$ cat src/rtl/ftsd_pkg.sv
// Shared types and constants for the 4-digit 14-segment scan controller.
// Segment patterns are stored active-high; the decoder inverts them for the panel.
package ftsd_pkg;

    typedef enum logic {
        BLANK = 1'b0,
        DRIVE = 1'b1
    } ftsd_state_e;

    localparam logic [14:0] SEG_OFF = 15'h7FFF;
    localparam logic [3:0]  CTL_OFF = 4'hF;

    // Bit 13..0 = a, b, c, d, e, f, g1, g2, h, i, j, k, l, m; entry 0 is rightmost below.
    localparam logic [15:0][13:0] SEG_TABLE = {
        14'h2380, 14'h2780, 14'h3C12, 14'h2700,
        14'h3C52, 14'h3BC0, 14'h3DC0, 14'h3FC0,
        14'h3800, 14'h2FC0, 14'h2DC0, 14'h19C0,
        14'h3C40, 14'h36C0, 14'h1800, 14'h3F0C
    };

    function automatic logic lz_blank(input logic [15:0] data,
                                      input logic [1:0]  idx,
                                      input logic        lz_en);
        logic zero_above;
        case (idx)
            2'd3:    zero_above = (data[15:12] == 4'h0);
            2'd2:    zero_above = (data[15:8] == 8'h00);
            2'd1:    zero_above = (data[15:4] == 12'h000);
            default: zero_above = 1'b0;
        endcase
        return lz_en && zero_above;
    endfunction

endpackage

$ cat src/rtl/ftsd_decoder.sv
// Hex code plus decimal point to active-low 14-segment pattern; purely combinational.
// blank forces every segment and the decimal point off.
module ftsd_decoder
    import ftsd_pkg::*;
(
    input  logic [3:0]  code,
    input  logic        dp,
    input  logic        blank,
    output logic [14:0] seg
);

    always_comb begin
        seg = SEG_OFF;
        if (!blank) begin
            seg = {~SEG_TABLE[code], ~dp};
        end
    end

endmodule

$ cat src/rtl/ftsd_scan_ctrl.sv
// Scans four 14-segment digits with blanking gaps; outputs registered, changing with the state.
// upd_ready drops once an update is staged and rises after it commits at the next 3->0 wrap.
module ftsd_scan_ctrl
    import ftsd_pkg::*;
#(
    parameter int BLANK_CYC = 4,
    parameter int CNT_W     = 4
) (
    input  logic        clk,
    input  logic        rst_n,
    input  logic        en,
    input  logic        scan_tick,
    input  logic        lz_en,
    input  logic        upd_valid,
    input  logic [15:0] upd_data,
    input  logic [3:0]  upd_dp,
    output logic        upd_ready,
    output logic [3:0]  ftsd_ctl,
    output logic [14:0] ftsd_seg
);

    localparam logic [CNT_W-1:0] CNT_LAST = CNT_W'(BLANK_CYC - 1);
    localparam logic [CNT_W-1:0] CNT_ONE  = CNT_W'(1);

    ftsd_state_e      state, state_nxt;
    logic [CNT_W-1:0] cnt, cnt_nxt;
    logic [1:0]       idx, idx_nxt;
    logic [15:0]      act_data, act_data_nxt, stg_data;
    logic [3:0]       act_dp, act_dp_nxt, stg_dp;
    logic             pending;
    logic             commit;
    logic             xfer;
    logic [3:0]       ctl_nxt;
    logic [14:0]      seg_nxt;
    logic             dec_blank;

    assign upd_ready = !pending;
    assign xfer      = upd_valid && !pending;

    always_comb begin
        state_nxt = state;
        cnt_nxt   = cnt;
        idx_nxt   = idx;
        commit    = 1'b0;
        if (!en) begin
            state_nxt = BLANK;
            cnt_nxt   = '0;
        end else if (state == BLANK) begin
            if (cnt == CNT_LAST) begin
                state_nxt = DRIVE;
                idx_nxt   = idx + 2'd1;
                cnt_nxt   = '0;
                // Only the 3->0 wrap is a frame boundary, so a frame is never torn.
                commit    = pending && (idx == 2'd3);
            end else begin
                cnt_nxt = cnt + CNT_ONE;
            end
        end else if (scan_tick) begin
            state_nxt = BLANK;
        end
    end

    assign act_data_nxt = commit ? stg_data : act_data;
    assign act_dp_nxt   = commit ? stg_dp   : act_dp;

    // Decode from next-state values so the registered outputs move with the state.
    assign dec_blank = (state_nxt != DRIVE) || lz_blank(act_data_nxt, idx_nxt, lz_en);
    assign ctl_nxt   = (state_nxt == DRIVE) ? ~(4'b0001 << idx_nxt) : CTL_OFF;

    ftsd_decoder u_dec (
        .code  (act_data_nxt[{idx_nxt, 2'b00} +: 4]),
        .dp    (act_dp_nxt[idx_nxt]),
        .blank (dec_blank),
        .seg   (seg_nxt)
    );

    always_ff @(posedge clk or negedge rst_n) begin
        if (!rst_n) begin
            state    <= BLANK;
            cnt      <= '0;
            idx      <= 2'd3;
            act_data <= '0;
            act_dp   <= '0;
            stg_data <= '0;
            stg_dp   <= '0;
            pending  <= 1'b0;
            ftsd_ctl <= CTL_OFF;
            ftsd_seg <= SEG_OFF;
        end else begin
            state    <= state_nxt;
            cnt      <= cnt_nxt;
            idx      <= idx_nxt;
            act_data <= act_data_nxt;
            act_dp   <= act_dp_nxt;
            if (xfer) begin
                stg_data <= upd_data;
                stg_dp   <= upd_dp;
            end
            if (commit) begin
                pending <= 1'b0;
            end else if (xfer) begin
                pending <= 1'b1;
            end
            ftsd_ctl <= ctl_nxt;
            ftsd_seg <= seg_nxt;
        end
    end

endmodule

$ cat config.mk
export PLATFORM = sky130hd
export DESIGN_NAME = ftsd_scan_ctrl
export DESIGN_NICKNAME = d
export VERILOG_FILES = /design/src/rtl/ftsd_pkg.sv /design/src/rtl/ftsd_decoder.sv /design/src/rtl/ftsd_scan_ctrl.sv
export SDC_FILE = /design/constraint.sdc
export NUM_CORES = 1
export LEC_CHECK = 0
export ABC_AREA = 0
export BUFFER_PORTS_ARGS = -buffer_cell sky130_fd_sc_hd__buf_2
export CORE_ASPECT_RATIO = 1.25
export CORE_UTILIZATION = 55
export DETAILED_ROUTE_END_ITERATION = 16
export HOLD_SLACK_MARGIN = 0.12
export PLACE_DENSITY = 0.87
export REMOVE_ABC_BUFFERS = 1
export SLEW_MARGIN = 20
export SYNTH_ARGS = -nofsm -noshare
export SYNTH_HDL_FRONTEND = slang
export SYNTH_SLANG_ARGS = --single-unit
$ cat constraint.sdc
create_clock -name clk -period 3.4 [get_ports clk]
set_input_delay 0.85 -clock clk [delete_from_list [all_inputs] [get_ports clk]]
set_output_delay 0.85 -clock clk [all_outputs]
set_load 0.02 [all_outputs]
==> results of run 1 <==
## layer usage
| layer | GRT usage (%) | part of all wire [%] | up-vias |
|---|---|---|---|
| met5 | 0 | 0 | - |
| met4 | 12.7 | 3.4 | 0 |
| met3 | 8.83 | 4.5 | 16 |
| met2 | 35.0 | 51 | 47 |
| met1 | 26.1 | 41 | 973 |
| li1 | - | - | 894 |
## final cells by class
class	instances	area, sq um
fill	378	1690
sequential	63	1600
multi-input combinational	135	1200
timing repair buffer	50	270
clock buffer	14	183
inverter	21	78.8
tap	62	77.6
clock inverter	2	60.1
## placed cells by master (no fill, tap or decap), types with 6 or more instances in the layout
cell / Yosys / final
nor2_1: 11 / 11
mux2_2: 28 / 28
clkbuf_8: 0 / 13
buf_2: 1 / 42
dfrtp_1: 46 / 46
mux2i_1: 14 / 14
buf_4: 4 / 8
o21ai_1: 6 / 6
nand2_1: 13 / 13
inv_1: 19 / 19
mux4_2: 6 / 6
dfstp_2: 17 / 17
ha_1: 9 / 9
## power by group through the flow
stage	logic (mW)	registers, mW	clock network [mW]
after detailed placement	0.797	1.10	0
after CTS	0.801	1.09	0.783
after global placement	0.753	1.09	0
final	0.798	1.09	0.769
after global routing	0.879	1.12	0.822
after floorplan	0.587	1.07	0
## state kept, by name (all words and copies together) (netlist names), 2 cells and up
name	count
ftsd_ctl	4
act_data	16
cnt	4
act_dp	4
stg_dp	4
stg_data	16
ftsd_seg	11
idx	2
## worst max-delay path by stage
stage,to,depth (start not counted),from
floorplan,ftsd_seg[11],9,cnt[0]
global placement,ftsd_seg[11],9,en
detailed placement,ftsd_seg[11],9,en
CTS,ftsd_seg[11],9,cnt[0]
global route,ftsd_seg[11],9,cnt[0]
finish,ftsd_seg[11],9,cnt[0]
## logic make-up after synthesis
family	count (synthesis)	synth area share, %
AO/OA/AOI/OAI	23	5.12
XOR/XNOR	3	1.13
adder cells (fa/ha/maj)	9	3.78
buffers and inverters	32	6.46
flip-flops	63	53.6
multiplexers	50	20.7
other	1	0.126
AND/OR/NAND/NOR	48	9.11
## critical path, stage by stage (launching register included)
cell,delay (ns)
dfrtp_1,0.40
ha_1,0.18
or4b_4,0.55
nor2_8,0.34
mux2i_1,0.18
mux4_2,0.59
ha_1,0.32
inv_1,0.05
mux4_2,0.43
nand2b_1,0.15
==> metrics.csv, run 1 <==
metric,value,unit
synth-seq-cells,63,
run_status,finished clean,
ir_drop,0.364,mV
routed_wirelength,5.46,mm
cp_max_fo,18,
final_net_count,315,
cts-htree-levels,3,
floorplan.rows,29,
yosys.cell_types.count,46,
period_needed,3.28,ns
worst_pin_slew,0.634,ns
die_y,84.3,um
crit_path_required_time,3.66,ns
min_delay_path_depth,2,
synthTopCellsByArea,"dfrtp_1 (39%), dfstp_2 (15%), mux2_2 (11%), mux2i_1 (4.7%), mux4_2 (4.5%)",
ant_nets,0,
post_cts.repair.setup_buffers,0,
dp_worst_setup_slack,0.105,ns
post_route_total_power,2.66,mW
r2r_setup_slack,0.12,ns
timing_max_transition_violations_final,0,
synth_top_cells_by_count,"dfrtp_1 (46), mux2_2 (28), inv_1 (19), dfstp_2 (17), mux2i_1 (14)",
post_route_cells_drive_above_1_share,44.6,%
fmax,305,MHz
gp_congestion,0.812,
globalRoute.totalOverflow,0,
synth_top_area_share,38.6,%
arrival,3.54,ns
fin_worst_hold_slack,0.487,ns
synthToLayoutAreaGrowth,16.2,%
synth_area,2980,sq um
maxCapViolations,0,
grt_util_all_layers,22.6,%
clkSinkCount,63,
post_syn_area_per_cell,13.0,sq um
final_design_area_no_fill,3460,sq um
clock-skew-final,0.00477,ns
die-width,67.9,um
min_path_type,reg2reg,
route.detailed.drc,0,
share_of_power_burned_in_combinational_logic,30.0,%
postLayoutCoreUtil,67.2,%
post-dp-hpwl,3.97,mm
place_area,3220,sq um
worst_setup_path_start_kind,flop,
timing.hold.worst_endpoint,act_data[0],
via_count,1930,
synth-main-ff-cell,dfrtp_1,
rsz0062_at_grt,no,
grt_pass1_wl,9.20,mm
start_util,57.9,%
worst_hold_startpoint,act_data[0],
power.share.sequential,41.1,%
power_switching_share,31.1,%
cts_buffers,9,
synth-edff-count,0,
leakagePower,1.67,nW
synthDominantAreaCellType,dfrtp_1,
number_of_antenna_violations_at_the_first_check_in_global_routing,0,
first_iter_violations,71,
endpoint_kind,flop,
criticalPathCategory,reg2reg,
cts_root_buf,clkbuf_8,
area_enclosed_by_the_die_boundary,5720,sq um
diode_count,0,
clk_latency,0.34,ns
cts_hold_buf,0,
final-setup-viol-count,0,
number_of_global_route_vias_before_repair,1985,
p_per_cell_area,768,nW/um^2
viasPerCell,5.56,
yosysWarningCount,0,
part_of_the_power_in_the_clock_network,28.9,%
cts_tree,done,
timing.final.hold_violations,0,
reg2reg_from,cnt[0],
place_inst,331,
slew_headroom,57.8,%
final_cells,347,
setup_tns,0,ns
min_period_over_period,96.4,%
synth_most_common_cell,dfrtp_1,
firstDrtPassIters,4,
cts_resized,0,
total_switching_power,0.827,mW
detail_route.wl_per_cell,15.7,um
synth_async_sr_flop_share,100,%
floorplan.io_pins,46,
postLayoutSetupSlackWorst,0.122,ns
maximum_number_of_pins_on_one_net_before_global_route_repair,52,
clk_pin_slew,0.07,ns
core_area,5150,sq um
rr_endpoint,ftsd_seg[11],
cell_internal_pwr,1.83,mW
yosysSeqAreaShare,53.6,%
post_synth_inst_count,229,
r2r_cells,9,
port-buffer-count,43,
cts.path.max_buffers,2,
Note: power is estimated with default switching activity, not from simulation.
==> inputs of run 2 (changes only) <==
==> constraint.sdc (replaced) <==
create_clock -name clk -period 3.4 [get_ports clk]
set_input_delay 0.51 -clock clk [delete_from_list [all_inputs] [get_ports clk]]
set_output_delay 0.51 -clock clk [all_outputs]
set_load 0.02 [all_outputs]
==> metrics.csv, run 2 (synthesis gave the netlist of run 1 again) <==
metric,value,unit
crit_path_required_time,3.66,ns
cts-htree-levels,3,
min_path_type,in2async,
post-dp-hpwl,3.86,mm
detail_route.wl_per_cell,15.9,um
maxCapViolations,0,
largest_registers,"act_data (16), stg_data (16), ftsd_seg (11)",
die_y,84.3,um
timing_max_transition_violations_final,0,
p_per_cell_area,779,nW/um^2
fmax,307,MHz
post_route_cells_drive_above_1_share,43.9,%
setup_tns,0,ns
ant_nets,0,
floorplan.io_pins,46,
number_of_antenna_violations_at_the_first_check_in_global_routing,0,
final_net_count,310,
floorplan.rows,29,
part_of_the_power_in_the_clock_network,29.6,%
first_iter_violations,110,
cell_internal_pwr,1.83,mW
final.fill_count,369,
clk_latency,0.34,ns
worst_setup_path_start_kind,flop,
leakagePower,1.64,nW
synthToLayoutAreaGrowth,14.9,%
route.detailed.drc,0,
worst_pin_slew,1.04,ns
dp_worst_setup_slack,0.138,ns
cts_tree,done,
cts.path.max_buffers,2,
slew_headroom,30.4,%
rsz0062_at_grt,no,
post_cts.repair.setup_buffers,0,
globalRoute.totalOverflow,0,
start_util,57.9,%
timing.critical_path.slowest_cell_delay,0.57,ns
period_needed,3.26,ns
gp_congestion,0.851,
crit_family,multiplexers,
number_of_global_route_vias_before_repair,1913,
diode_count,0,
final_cell_mix,"dfrtp_1 (46), buf_2 (43), mux2_2 (28), inv_1 (19), dfstp_2 (17)",
cts_hold_buf,0,
cts_buffers,9,
firstDrtPassIters,4,
endpoint_kind,flop,
cts_root_buf,clkbuf_8,
grt_util_all_layers,21.9,%
postLayoutSetupSlackWorst,0.139,ns
routed_wirelength,5.44,mm
area_enclosed_by_the_die_boundary,5720,sq um
min_period_over_period,95.9,%
post_route_total_power,2.67,mW
fin_worst_hold_slack,0.231,ns
clkSinkCount,63,
die-width,67.9,um
timing.final.hold_violations,0,
criticalPathCategory,reg2reg,
total_switching_power,0.839,mW
crit_slowest_cell,mux4_2,
power.share.sequential,41.1,%
postLayoutCoreUtil,66.5,%
clk_pin_slew,0.07,ns
worst-path-buf-inv,1,
mostFrequentLayoutCell,dfrtp_1,
clock-skew-final,0.00673,ns
via_count,1876,
final-setup-viol-count,0,
run_status,finished clean,
core_area,5150,sq um
cts_resized,0,
share_of_power_burned_in_combinational_logic,29.3,%
cp_max_fo,23,
cp_cell_sequence,ha_1 > or4b_4 > nor2_8 > mux2i_1 > mux4_2 > ha_1 > inv_1 > mux4_2 > nand2b_1,
port-buffer-count,43,
maximum_number_of_pins_on_one_net_before_global_route_repair,36,
arrival,3.52,ns
ir_drop,0.407,mV
power_switching_share,31.4,%
viasPerCell,5.49,
grt_pass1_wl,9.07,mm
==> run 2: routing by layer <==
layer	part of all wire (%)	track usage [%]
met5	0	0
met3	3.8	5.57
met4	2.7	12.7
met1	41	25.3
met2	52	35.9
==> run 2: final cells by class <==
cell class	count	area [sq um]	area share, %
sequential	63	1600	46.6
multi-input combinational	135	1200	34.9
timing repair buffer	45	230	6.72
clock buffer	10	138	4.02
tap	62	77.6	2.26
inverter	21	78.8	2.30
clock inverter	6	108	3.14
==> run 2: power groups by stage <==
stage / clock, mW / sequential (mW) / combinational (mW)
floorplan: 0 / 1.07 / 0.587
global route: 0.833 / 1.12 / 0.859
global placement: 0 / 1.09 / 0.739
finish: 0.790 / 1.10 / 0.782
CTS: 0.802 / 1.10 / 0.781
detailed placement: 0 / 1.11 / 0.770
==> run 2: stage by stage <==
stage	instances	cell area, sq um
2_1_floorplan	219	2870
3_3_place_gp	326	3180
3_5_place_dp	326	3180
4_1_cts	342	3430
5_1_grt	342	3430
6_report	342	3430
==> run 2: worst paths after layout <==
| path | from | endpoint | slack [ns] | depth (start not counted) |
|---|---|---|---|---|
| max in group asynchronous | rst_n | idx[0] | 2.29 | 2 |
| worst min-delay path | rst_n | stg_dp[3] | 0.23 | 1 |
| worst max-delay path | cnt[0] | ftsd_seg[11] | 0.14 | 9 |
| worst min register to register | act_data[2] | act_data[2] | 0.50 | 1 |
| min in group clk | upd_data[0] | stg_data[0] | 0.39 | 2 |
| worst max register to register | cnt[0] | ftsd_seg[11] | 0.14 | 9 |
